--- src/rtl/muldiv_pkg.sv ---
// Shared definitions for the EX-stage multiply/divide unit: funct codes, FSM states, op kinds.
package muldiv_pkg;

    localparam logic [5:0] F_MFHI  = 6'h10;
    localparam logic [5:0] F_MTHI  = 6'h11;
    localparam logic [5:0] F_MFLO  = 6'h12;
    localparam logic [5:0] F_MTLO  = 6'h13;
    localparam logic [5:0] F_MULT  = 6'h18;
    localparam logic [5:0] F_MULTU = 6'h19;
    localparam logic [5:0] F_DIV   = 6'h1A;
    localparam logic [5:0] F_DIVU  = 6'h1B;

    typedef enum logic [1:0] {IDLE, CALC, FIX, DONE} state_t;

    typedef enum logic [1:0] {MUL_S, MUL_U, DIV_S, DIV_U} op_t;

endpackage

--- src/rtl/muldiv_datapath.sv ---
// Radix-2 shift-add multiplier / restoring divider with sign fix-up.
// The divider is only built when MULDIV_DIV_EN is defined.
module muldiv_datapath
    import muldiv_pkg::*;
(
    input  logic        clk,
    input  logic        reset,
    input  logic        clk_en,
    input  logic        start_i,
    input  logic        step_i,
    input  logic [1:0]  op_i,
    input  logic [31:0] a_i,
    input  logic [31:0] b_i,
    output logic [31:0] res_hi_o,
    output logic [31:0] res_lo_o,
    output logic        div_zero_o
);

    op_t         op_q;
    logic        neg_res_q;
    logic [63:0] acc_q, acc_d;   // product, or remainder in [31:0]
    logic [63:0] mc_q, mc_d;     // shifted multiplicand, or divisor in [31:0]
    logic [31:0] mq_q, mq_d;     // multiplier, or dividend shifting into quotient
    logic        signed_op;
    logic [31:0] a_mag, b_mag;
    logic [63:0] prod;

    assign signed_op = (op_t'(op_i) == MUL_S) || (op_t'(op_i) == DIV_S);
    assign a_mag     = (signed_op && a_i[31]) ? (~a_i + 32'd1) : a_i;
    assign b_mag     = (signed_op && b_i[31]) ? (~b_i + 32'd1) : b_i;

`ifdef MULDIV_DIV_EN
    logic        is_div_q;
    logic        neg_rem_q;
    logic        b_zero_q;
    logic [31:0] a_orig_q;
    logic [32:0] rem_sh;
    logic [33:0] diff;

    assign is_div_q = (op_q == DIV_S) || (op_q == DIV_U);

    always_ff @(posedge clk or posedge reset) begin
        if (reset) begin
            neg_rem_q <= 1'b0;
            b_zero_q  <= 1'b0;
            a_orig_q  <= '0;
        end else if (clk_en && start_i) begin
            neg_rem_q <= (op_t'(op_i) == DIV_S) && a_i[31];
            b_zero_q  <= (b_i == 32'd0);
            a_orig_q  <= a_i;
        end
    end
`endif

    always_comb begin
        acc_d = acc_q;
        mc_d  = mc_q;
        mq_d  = mq_q;
`ifdef MULDIV_DIV_EN
        rem_sh = {acc_q[31:0], mq_q[31]};
        diff   = {1'b0, rem_sh} - {2'b00, mc_q[31:0]};
        if (is_div_q) begin
            if (!diff[33]) begin
                acc_d = {32'd0, diff[31:0]};
                mq_d  = {mq_q[30:0], 1'b1};
            end else begin
                acc_d = {32'd0, rem_sh[31:0]};
                mq_d  = {mq_q[30:0], 1'b0};
            end
        end else
`endif
        begin
            if (mq_q[0]) begin
                acc_d = acc_q + mc_q;
            end
            mc_d = {mc_q[62:0], 1'b0};
            mq_d = {1'b0, mq_q[31:1]};
        end
    end

    always_ff @(posedge clk or posedge reset) begin
        if (reset) begin
            op_q      <= MUL_S;
            neg_res_q <= 1'b0;
            acc_q     <= '0;
            mc_q      <= '0;
            mq_q      <= '0;
        end else if (clk_en) begin
            if (start_i) begin
                op_q      <= op_t'(op_i);
                neg_res_q <= signed_op && (a_i[31] ^ b_i[31]);
                acc_q     <= '0;
                mc_q      <= {32'd0, b_mag};
                mq_q      <= a_mag;
            end else if (step_i) begin
                acc_q <= acc_d;
                mc_q  <= mc_d;
                mq_q  <= mq_d;
            end
        end
    end

    assign prod = neg_res_q ? (~acc_q + 64'd1) : acc_q;

    always_comb begin
        res_hi_o   = prod[63:32];
        res_lo_o   = prod[31:0];
        div_zero_o = 1'b0;
`ifdef MULDIV_DIV_EN
        if (is_div_q) begin
            div_zero_o = b_zero_q;
            if (b_zero_q) begin
                res_lo_o = 32'hFFFF_FFFF;
                res_hi_o = a_orig_q;
            end else begin
                res_lo_o = neg_res_q ? (~mq_q + 32'd1) : mq_q;
                res_hi_o = neg_rem_q ? (~acc_q[31:0] + 32'd1) : acc_q[31:0];
            end
        end
`endif
    end

endmodule

--- src/rtl/ex_muldiv_unit.sv ---
// EX-stage iterative MULT/DIV unit with HI/LO and pipeline stall request.
// Optional divider enabled by defining MULDIV_DIV_EN.
module ex_muldiv_unit
    import muldiv_pkg::*;
#(
    parameter int XLEN = 32
) (
    input  logic            clk,
    input  logic            reset,
    input  logic            clk_en,
    input  logic            ex_md_valid,
    input  logic [5:0]      ex_function_code,
    input  logic [XLEN-1:0] ex_dato_1,
    input  logic [XLEN-1:0] ex_dato_2,
    output logic            md_stall,
    output logic [XLEN-1:0] md_mf_result,
    output logic [XLEN-1:0] md_hi,
    output logic [XLEN-1:0] md_lo,
    output logic            md_div_by_zero
);

    state_t      state_q, state_d;
    logic [4:0]  cnt_q, cnt_d;
    logic [31:0] hi_q, hi_d, lo_q, lo_d;
    logic        is_mul, is_div, start, step;
    logic [1:0]  op_sel;
    logic [31:0] res_hi, res_lo;
    logic        dp_div_zero;

    assign is_mul = ex_md_valid && (ex_function_code == F_MULT || ex_function_code == F_MULTU);
`ifdef MULDIV_DIV_EN
    assign is_div = ex_md_valid && (ex_function_code == F_DIV || ex_function_code == F_DIVU);
`else
    assign is_div = 1'b0;
`endif

    always_comb begin
        case (ex_function_code)
            F_MULT:  op_sel = MUL_S;
            F_MULTU: op_sel = MUL_U;
            F_DIV:   op_sel = DIV_S;
            default: op_sel = DIV_U;
        endcase
    end

    always_comb begin
        state_d  = state_q;
        cnt_d    = cnt_q;
        hi_d     = hi_q;
        lo_d     = lo_q;
        md_stall = 1'b0;
        start    = 1'b0;
        step     = 1'b0;
        case (state_q)
            IDLE: begin
                if (is_mul || is_div) begin
                    start    = 1'b1;
                    md_stall = 1'b1;
                    cnt_d    = 5'd0;
                    state_d  = CALC;
                end else if (ex_md_valid && ex_function_code == F_MTHI) begin
                    hi_d = ex_dato_1;
                end else if (ex_md_valid && ex_function_code == F_MTLO) begin
                    lo_d = ex_dato_1;
                end
            end
            CALC: begin
                md_stall = 1'b1;
                step     = 1'b1;
                cnt_d    = cnt_q + 5'd1;
                if (cnt_q == 5'd31) begin
                    state_d = FIX;
                end
            end
            FIX: begin
                md_stall = 1'b1;
                hi_d     = res_hi;
                lo_d     = res_lo;
                state_d  = DONE;
            end
            default: state_d = IDLE;   // DONE: let the instruction leave EX
        endcase
    end

    always_ff @(posedge clk or posedge reset) begin
        if (reset) begin
            state_q <= IDLE;
            cnt_q   <= '0;
            hi_q    <= '0;
            lo_q    <= '0;
        end else if (clk_en) begin
            state_q <= state_d;
            cnt_q   <= cnt_d;
            hi_q    <= hi_d;
            lo_q    <= lo_d;
        end
    end

    muldiv_datapath u_datapath (
        .clk        (clk),
        .reset      (reset),
        .clk_en     (clk_en),
        .start_i    (start),
        .step_i     (step),
        .op_i       (op_sel),
        .a_i        (ex_dato_1),
        .b_i        (ex_dato_2),
        .res_hi_o   (res_hi),
        .res_lo_o   (res_lo),
        .div_zero_o (dp_div_zero)
    );

    always_comb begin
        md_mf_result = '0;
        if (ex_function_code == F_MFHI) begin
            md_mf_result = hi_q;
        end else if (ex_function_code == F_MFLO) begin
            md_mf_result = lo_q;
        end
    end

    assign md_hi          = hi_q;
    assign md_lo          = lo_q;
    assign md_div_by_zero = (state_q == FIX) && dp_div_zero;

endmodule

--- config.mk ---
export PLATFORM = sky130hd
export DESIGN_NAME = ex_muldiv_unit
export DESIGN_NICKNAME = d
export VERILOG_FILES = /design/src/rtl/muldiv_pkg.sv /design/src/rtl/muldiv_datapath.sv /design/src/rtl/ex_muldiv_unit.sv
export SDC_FILE = /design/constraint.sdc
export NUM_CORES = 1
export LEC_CHECK = 0
export BUFFER_PORTS_ARGS = -buffer_cell sky130_fd_sc_hd__buf_4
export CORE_MARGIN = 2
export CORE_UTILIZATION = 35
export DETAILED_ROUTE_END_ITERATION = 8
export GPL_ROUTABILITY_DRIVEN = 0
export PLACE_DENSITY_LB_ADDON = 0.3
export SLEW_MARGIN = 20
export SYNTH_ARGS = -nofsm -noshare
export SYNTH_HDL_FRONTEND = slang
export SYNTH_SLANG_ARGS = --single-unit
--- constraint.sdc ---
create_clock -name clk -period 7.6 [get_ports clk]
set_input_delay 1.52 -clock clk [delete_from_list [all_inputs] [get_ports clk]]
set_output_delay 1.52 -clock clk [all_outputs]
set_load 0.01 [all_outputs]
==> impl_results.md, run 1 <==
* Slew @ Worst Pin at about 1 ns
* Synthesized flop and latch total at 232
* R2R cell count at 13
* Share of cells above drive strength 1 at 0.126
* Maximum vdd drop at approximately 0.19 mV
* Setup ws final at 2.74 ns
* Hold Crit Depth at 2
* Vias in the first global route at roughly 14000
* DRC Markers at 0
* Die footprint at roughly 48000 um2
* Io pins at ~170
* Port Buffers at 170
* Clock Pin Slew Worst Setup and Hold Paths at 0.06 ns
* # resized after CTS at 0
* Mapped Avg Cell Area at approximately 8.3 um2
* Required @ worst endpoint at just over 6 ns
* Post-Syn Nets at about 2100
* Synth warn at 0
* Max frequency at slightly above 200 MHz
* H-tree depth at 1
* Worst setup EP type: output port
* Initial core utilization at 0.356
* Wirelength, routed at 53100 um
* Most common flop cell mapped by yosys: dfrtp_1
* Clk_lat worst skew at ~0.54 ns
* Initial antenna violation count at 0
* CP arrival at 3.34 ns
* Placement Setup Slack at 2.64 ns
* P_leak at 8.65 nW
* Hold Crit Class: reg -> reg
* Slew Limit Headroom at 0.328
* Gr ovfl total at 0
* RR Startpoint: u_datapath.acc_q[0]
* Final Max Slew Viols at 0
* Most common cell after layout, fill and taps aside: dfrtp_1
* Power, Total at roughly 7.3 mW
* Reg-to-reg endpoint: u_datapath.acc_q[56]
* Core Rows at roughly 80
* Crit share post-route at 0.639
* Via count at approximately 15000
* Setup_tns at 0 ns
* Worst Skew at approximately 0.013 ns
* Hold Crit Start: u_datapath.mq_q[27]
* HPWL after DPL at ~40000 um
* Total track usage at 0.215
* Hold Path End: u_datapath.mq_q[27]
* Post-DR wirelength/cell at around 20 um
* Starting DRC count in detailed routing at roughly 1400
* Commonest non-fill, non-tap cells in the layout: dfrtp_1 (231), nand2_1 (206), nor2_1 (199), o21ai_0 (192), buf_4 (183)
* CTS tree: yes
* Mapped Cells at between 1500 and 2000
* Clock root buffer: clkbuf_16
* Tmin final at between 4 and 5 ns
* Hold Vio Cnt, Final at 0
* Crit-path max FO at 7
* Sequential share of the synthesized area at 0.358
* EDFF count, synth at 0
* Die width at 219 um
* Antenna Nets Post-Route at 0
* RSZ-0062 raised after global routing: false
* Power Dens Cells at 389 nW/um2
* Cts hold-fix bufs at 0
* Drt pass-1 iters at 5
* Fill count at roughly 4600
* Setup CP Type: in -> out
* Ys async rst share at 1.00
* Postcts setup bufs at 0
* Netlist Area Pre-Place at about 16000 um2
* Height of the die at around 220 um
* Clock Sinks at ~230
* Reg2reg setup slack at 3.46 ns
* Layout overhead on the synthesized area at 16.0%
* First-pass GRT wire length at roughly 80000 um
* Max-Cap Viols at 0
* Worst setup SP type: input pin
* Max Root-Sink Buffers at 3
* Largest net degree at the start of global routing at ~140
* CTS buffer count at 25
* Outcome: finished clean
* Fin nets at 2184
* Setup violators final at 0
* Post-synthesis cell type count at 72
* N_diodes at 0
* Vias per inst at roughly 5.7
* Core ar. at between 40000 and 50000 um2
==> per-stage QoR <==
| stage | instance area [um2] | util | hold slack [ns] | std cells |
|---|---|---|---|---|
| after floorplan | 16200 | - | 0.450 | 1949 |
| after global routing | 18800 | 0.413 | 0.537 | 2654 |
| after detailed placement | 17900 | 0.393 | 0.477 | 2610 |
| final | 18800 | 0.413 | 0.488 | 2654 |
| after global placement | 17900 | 0.393 | 0.466 | 2610 |
| after CTS | 18800 | 0.413 | 0.492 | 2654 |
==> report_power, final <==
group,total (mW),switching [mW],internal (mW),leakage (nW)
registers,2.28,0.607,1.68,2.81
clock network,1.36,0.521,0.835,0.432
logic,3.69,2.18,1.51,5.42
==> worst max-delay path: stages <==
cell and delay (ns):
buf_4 0.11, nor3b_1 0.38, nand2_1 0.13, nor3b_1 0.47, and2_1 0.41, nor2_1 0.08, nor2_1 0.11, buf_4 0.13
==> cells by family after synthesis <==
| logic type | Yosys count | share of synthesized area |
|---|---|---|
| flip-flops | 232 | 0.358 |
| AO/OA/AOI/OAI | 685 | 0.266 |
| multiplexers | 35 | 0.0217 |
| AND/OR/NAND/NOR | 587 | 0.165 |
| XOR/XNOR | 175 | 0.0944 |
| buffers and inverters | 161 | 0.0382 |
| other | 1 | 0.000231 |
| adder cells (fa/ha/maj) | 73 | 0.0567 |
==> flip-flops by register name (all words and copies together) (netlist names) <==
signal,count
u_datapath.acc_q,64
u_datapath.mc_q,64
md_hi,32
md_lo,32
u_datapath.mq_q,32
cnt_q,5
state_q,2
u_datapath.neg_res_q,1
==> Yosys cell counts, drive strengths merged, types with 4 or more instances <==
cell | number | area [um2]
nand2b | 11 | 68.8
a31oi | 16 | 100
nor4 | 17 | 121
nor3 | 25 | 130
o21bai | 11 | 82.6
or3 | 13 | 96.3
o31ai | 33 | 280
dfrtp | 232 | 5810
ha | 72 | 901
xor2 | 114 | 998
o211ai | 6 | 45.0
a22o | 36 | 315
a2111oi | 4 | 35.0
nand3 | 25 | 135
o21a | 9 | 67.6
nor2b | 12 | 75.1
mux2i | 34 | 340
xnor2 | 61 | 534
nand3b | 4 | 30.0
inv | 38 | 143
clkbuf | 104 | 390
a21o | 66 | 495
or2 | 6 | 37.5
and3 | 13 | 81.3
o22ai | 60 | 375
a221oi | 11 | 96.3
nand4 | 26 | 163
buf | 19 | 87.6
a21oi | 163 | 816
and2 | 10 | 62.6
o41ai | 14 | 149
nor2 | 199 | 747
a211oi | 31 | 233
nand2 | 208 | 781
or4 | 13 | 105
o21ai | 200 | 1010
==> worst max-delay path by stage <==
stage                         from                   end
2_1_floorplan                reset              cnt_q[0]
3_5_place_dp   ex_function_code[2]  u_datapath.acc_q[59]
5_1_grt        ex_function_code[2]              md_stall
6_report       ex_function_code[2]              md_stall
4_1_cts        ex_function_code[2]              md_stall
3_3_place_gp   ex_function_code[2]  u_datapath.acc_q[59]
==> area by class of cell <==
type,instances,area [um2],share of cell area
Inverter,38,146,0.00777
Multi-Input combinational cell,1556,9840,0.523
Sequential cell,232,5810,0.308
Clock inverter,11,210,0.0112
Timing Repair Buffer,184,1390,0.0740
Tap cell,600,751,0.0399
Clock buffer,33,686,0.0364
==> routing by layer <==
layer	GRT usage	vias up	part of all wire
li1	-	7239	-
met1	0.290	7274	0.44
met2	0.356	507	0.46
met3	0.0229	87	0.064
met4	0.0788	0	0.035
met5	0	-	0
Note: power is estimated with default switching activity, not from simulation.
==> inputs of run 2 (changes only) <==
Clock period 7.6 ns to 4.1 ns, I/O delays scaled along.
==> impl_results.md, run 2 (synthesis gave the netlist of run 1 again) <==
* CP Cell Sequence: ha_1, nand2_1, o21a_1, nor2_1, nand2_1, nand4_1, a31oi_1, o221a_2, o41ai_2, a31oi_1, or4b_2, nand3_1
* Clk_lat worst skew at 0.56 ns
* Setup_tns at 0 ns
* Crit-path max FO at 6
* CTS tree: yes
* Core Rows at around 80
* Core ar. at between 40000 and 50000 um2
* Antenna Nets Post-Route at 0
* Crit share post-route at 0.940
* Fin area at approximately 19000 um2
* Max frequency at roughly 260 MHz
* Tmin final at just under 4 ns
* Slew @ Worst Pin at roughly 0.96 ns
* DRC Markers at 0
* Hold Vio Cnt, Final at 0
* H-tree depth at 1
* Max incr delay on CP at roughly 0.71 ns
* Layout overhead on the synthesized area at 18.0%
* Hold Crit Class: in -> async
* Initial core utilization at 0.356
* Placed Area at around 18000 um2
* Gr ovfl total at 0
* Required @ worst endpoint at 4.59 ns
* Die footprint at between 40000 and 50000 um2
* Worst setup SP type: flip-flop
* Drt pass-1 iters at 5
* HPWL after DPL at between 40000 and 50000 um
* Vias per inst at about 5.7
* # resized after CTS at 0
* Clock root buffer: clkbuf_16
* Starting DRC count in detailed routing at between 1500 and 2000
* Post-DR wirelength/cell at ~20 um
* Maximum vdd drop at 0.354 mV
* Port Buffers at 170
* Largest net degree at the start of global routing at ~110
* Outcome: finished clean
* Vias in the first global route at 14400
* CP arrival at ~4.3 ns
* Most common cell after layout, fill and taps aside: dfrtp_1
* Final Max Slew Viols at 0
* Setup CP Type: reg -> reg
* Largest regs: u_datapath.acc_q x64, u_datapath.mc_q x64
* Fin nets at approximately 2200
* Max Root-Sink Buffers at 3
* Initial antenna violation count at 0
* N_diodes at 0
* Height of the die at approximately 220 um
* Power Dens Cells at ~720 nW/um2
* Commonest non-fill, non-tap cells in the layout: dfrtp_1 (231), buf_4 (212), nand2_1 (206), nor2_1 (199), o21ai_0 (192)
* Total track usage at 0.219
* Share of cells above drive strength 1 at 0.143
* Worst path slowest cell: or4b_2
* RSZ-0062 raised after global routing: false
* Cts hold-fix bufs at 0
* CTS buffer count at 27
* Io pins at ~170
* Postcts setup bufs at 0
* Slew Limit Headroom at 0.360
* Wirelength, routed at about 54000 um
* Clock Pin Slew Worst Setup and Hold Paths at 0.06 ns
* Worst Skew at about 0.017 ns
* Max-Cap Viols at 0
* First-pass GRT wire length at ~83000 um
* Worst setup EP type: flip-flop
* Via count at roughly 15000
* P_leak at ~8.9 nW
* Die width at 219 um
* Setup violators final at 0
* Fill count at roughly 4500
* Clock Sinks at roughly 230
## run 2: power breakdown
group | total, mW | internal [mW] | switching, mW | leakage, nW
logic | 7.17 | 2.92 | 4.25 | 5.60
clock network | 2.49 | 1.49 | 1.01 | 0.453
registers | 4.10 | 3.11 | 0.987 | 2.81
total | 13.8 | 7.52 | 6.25 | 8.86
## run 2: final cells by class
| cell class | count | area (um2) | area share |
|---|---|---|---|
| inverters | 38 | 146 | 0.00764 |
| clock inverters | 13 | 146 | 0.00764 |
| well taps | 600 | 751 | 0.0392 |
| repair buffers | 217 | 1700 | 0.0887 |
| clock buffers | 37 | 763 | 0.0398 |
| multi-input cells | 1556 | 9840 | 0.514 |
| flip-flops and latches | 232 | 5810 | 0.303 |
## run 2: per-stage QoR
stage	worst slack, ns	power [mW]	instances	util	hold WS [ns]
after floorplan	0.244	8.70	1949	-	0.450
after global placement	0.372	11.1	2642	0.400	0.463
after detailed placement	0.235	11.1	2642	0.400	0.475
after CTS	0.195	13.7	2692	0.420	0.204
after global routing	0.00687	14.8	2693	0.420	0.217
final	0.247	13.8	2693	0.420	0.218
## run 2: critical path: cells and delay by family (launching register included)
| family | cells | cell delay (ns) |
|---|---|---|
| fa+ha+maj | 1 | 0.42 |
| simple gates | 6 | 1.28 |
| flops | 1 | 0.47 |
| compound gates | 5 | 1.61 |
## run 2: routing by layer
layer | wire [um] | track usage | up-vias
li1 | - | - | 7311
met1 | 24100 | 0.302 | 7417
met2 | 23900 | 0.356 | 572
met3 | 3700 | 0.0244 | 89
met4 | 1980 | 0.0766 | 0
met5 | 0 | 0 | -
## run 2: worst paths after layout
check	cells past startpoint	slack, ns	endpoint	from
max in group asynchronous	3	2.98	u_datapath.acc_q[63]	reset
setup reg to reg	12	0.25	u_datapath.acc_q[61]	u_datapath.acc_q[8]
min in group clk	2	0.50	u_datapath.mq_q[31]	u_datapath.mq_q[31]
hold reg to reg	2	0.50	u_datapath.mq_q[31]	u_datapath.mq_q[31]
hold / removal	2	0.22	u_datapath.mq_q[13]	reset
setup / recovery	12	0.25	u_datapath.acc_q[61]	u_datapath.acc_q[8]
==> inputs of run 3 (changes only) <==
Settings changed: CORE_ASPECT_RATIO set to 0.8, MAX_ROUTING_LAYER set to met4.
==> impl_results.md, run 3 (synthesis gave the netlist of run 1 again) <==
* Clock Sinks at 232
* Layout overhead on the synthesized area at 18.7%
* Fin Hold WS at roughly 0.33 ns
* Height of the die at between 150 and 200 um
* Reg2reg setup slack at between 0.2 and 0.3 ns
* Die width at around 240 um
* CTS tree: yes
* Max frequency at 261 MHz
* Initial core utilization at 0.355
* RSZ-0062 raised after global routing: false
* Critical path's top delay family: compound AO/OA/AOI/OAI gates
* Total track usage at 0.233
* Gate power share at 0.521
* Gr ovfl total at 0
* Clock Pin Slew Worst Setup and Hold Paths at approximately 0.060 ns
* Port Buffers at between 150 and 200
* Setup CP Type: reg -> reg
* Tmin final at approximately 3.8 ns
* Net switching share of the total power at 0.456
* Post-DR wirelength/cell at ~20 um
* Io pins at between 150 and 200
* Worst path slowest cell: dfrtp_1
* N_diodes at 0
* Largest regs: u_datapath.acc_q x64, u_datapath.mc_q x64
* Clock root buffer: clkbuf_16
* Worst setup EP type: flip-flop
* CP Cell Sequence: ha_1, fa_1, a21o_1, a221o_1, o211ai_1, inv_1, a32oi_1, o21ai_0, a31oi_1, o31ai_2, a31oi_1, nand2_1, a32o_1
* Hold Crit Class: in -> async
* HPWL after DPL at roughly 42000 um
* Most common cell on crit path: a31oi_1
* Max Root-Sink Buffers at 3
* Core Rows at 70
* H-tree depth at 1
* WP depth at 13
* Via count at 15600
* RR Startpoint: u_datapath.acc_q[0]
* Clock power share at 0.189
* Reg-to-reg endpoint: u_datapath.acc_q[56]
* CTS buffer count at 28
* Setup violators final at 0
* Max-Cap Viols at 0
* First-pass GRT wire length at 86300 um
* NetSw at roughly 6.4 mW
* P_leak at ~9 nW
* Commonest non-fill, non-tap cells in the layout: dfrtp_1 (231), buf_4 (216), nand2_1 (206), nor2_1 (199), o21ai_0 (192)
* Initial antenna violation count at 0
* Crit-path max FO at 5
* Wirelength, routed at between 50000 and 60000 um
* Buffers & Inverters on Critical Path at 1
* Die footprint at ~48000 um2
* Max incr delay on CP at 0.41 ns
* Maximum vdd drop at a little under 0.4 mV
* CP arrival at roughly 4.3 ns
* Antenna Nets Post-Route at 0
* R2R cell count at 13
* Setup_tns at 0 ns
* Vias per inst at slightly below 6
* Slew @ Worst Pin at about 1.1 ns
* Outcome: finished clean
* Worst Skew at between 0.015 and 0.02 ns
* Sequential Power Share at 0.290
* Share of cells above drive strength 1 at 0.146
* Crit share post-route at 0.934
* Cts hold-fix bufs at 0
* Core ar. at about 46000 um2
* DRC Markers at 0
* Starting DRC count in detailed routing at 1506
* Slew Limit Headroom at 0.283
* Largest net degree at the start of global routing at 102
* Hold Vio Cnt, Final at 0
* Fin nets at roughly 2200
* Power Dens Cells at roughly 730 nW/um2
* Vias in the first global route at between 10000 and 15000
* Final Max Slew Viols at 0
* Required @ worst endpoint at 4.55 ns
* Internal Power at 7.69 mW
* Worst setup SP type: flip-flop
* Clk_lat worst skew at about 0.56 ns
* Most common cell after layout, fill and taps aside: dfrtp_1
* Drt pass-1 iters at 7
[run 3: how the worst max path moves through the flow]
| stage | startpoint | to | slack (ns) |
|---|---|---|---|
| 2_1_floorplan | reset | cnt_q[0] | 0.24 |
| 3_3_place_gp | u_datapath.acc_q[0] | u_datapath.acc_q[56] | 0.37 |
| 3_5_place_dp | u_datapath.acc_q[7] | u_datapath.acc_q[56] | 0.27 |
| 4_1_cts | u_datapath.acc_q[7] | u_datapath.acc_q[59] | 0.27 |
| 5_1_grt | u_datapath.acc_q[7] | u_datapath.acc_q[63] | 0.03 |
| 6_report | u_datapath.acc_q[0] | u_datapath.acc_q[56] | 0.27 |
[run 3: stage by stage]
stage | cells | utilization | cell area (um2) | total power, mW | worst slack, ns
floorplan | 1949 | - | 16200 | 8.70 | 0.244
CTS | 2708 | 0.421 | 19300 | 14.0 | 0.267
finish | 2708 | 0.421 | 19300 | 14.1 | 0.271
global placement | 2658 | 0.399 | 18300 | 11.2 | 0.375
detailed placement | 2658 | 0.399 | 18300 | 11.3 | 0.268
global route | 2708 | 0.421 | 19300 | 15.1 | 0.0309
[run 3: power groups by stage]
stage | logic (mW) | registers [mW] | clock network [mW]
finish | 7.37 | 4.10 | 2.67
global route | 8.10 | 4.20 | 2.80
CTS | 7.27 | 4.07 | 2.71
detailed placement | 7.22 | 4.10 | 0
global placement | 7.10 | 4.06 | 0
floorplan | 4.81 | 3.90 | 0
[run 3: repair_timing]
| action | CTS | global route |
|---|---|---|
| setup endpoints to repair | 0 | 3 |
| buffers inserted | 0 | 0 |
| hold endpoints to repair | 0 | 0 |
| gates resized for setup | 0 | 2 |
[run 3: worst reg2reg max path, stage by stage (launching register included)]
cell	delay [ns]
dfrtp_1	0.41
ha_1	0.25
fa_1	0.41
a21o_1	0.23
a221o_1	0.37
o211ai_1	0.25
inv_1	0.11
a32oi_1	0.17
o21ai_0	0.21
a31oi_1	0.38
o31ai_2	0.19
a31oi_1	0.40
nand2_1	0.09
a32o_1	0.26
[run 3: layout make-up]
cell class / instances / area, um2
clock buffers: 32 / 746
multi-input cells: 1556 / 9850
inverters: 38 / 146
clock inverters: 18 / 245
well taps: 612 / 766
flip-flops and latches: 232 / 5810
repair buffers: 220 / 1700
fillers: 4503 / 26500
[run 3: per-layer routing]
layer  GRT usage  up-vias  share of wire
met5           -        -              0
met4      0.0553        0          0.023
met3      0.0418       83          0.089
met2       0.346      694           0.43
met1       0.329     7515           0.46
li1            -     7332              -
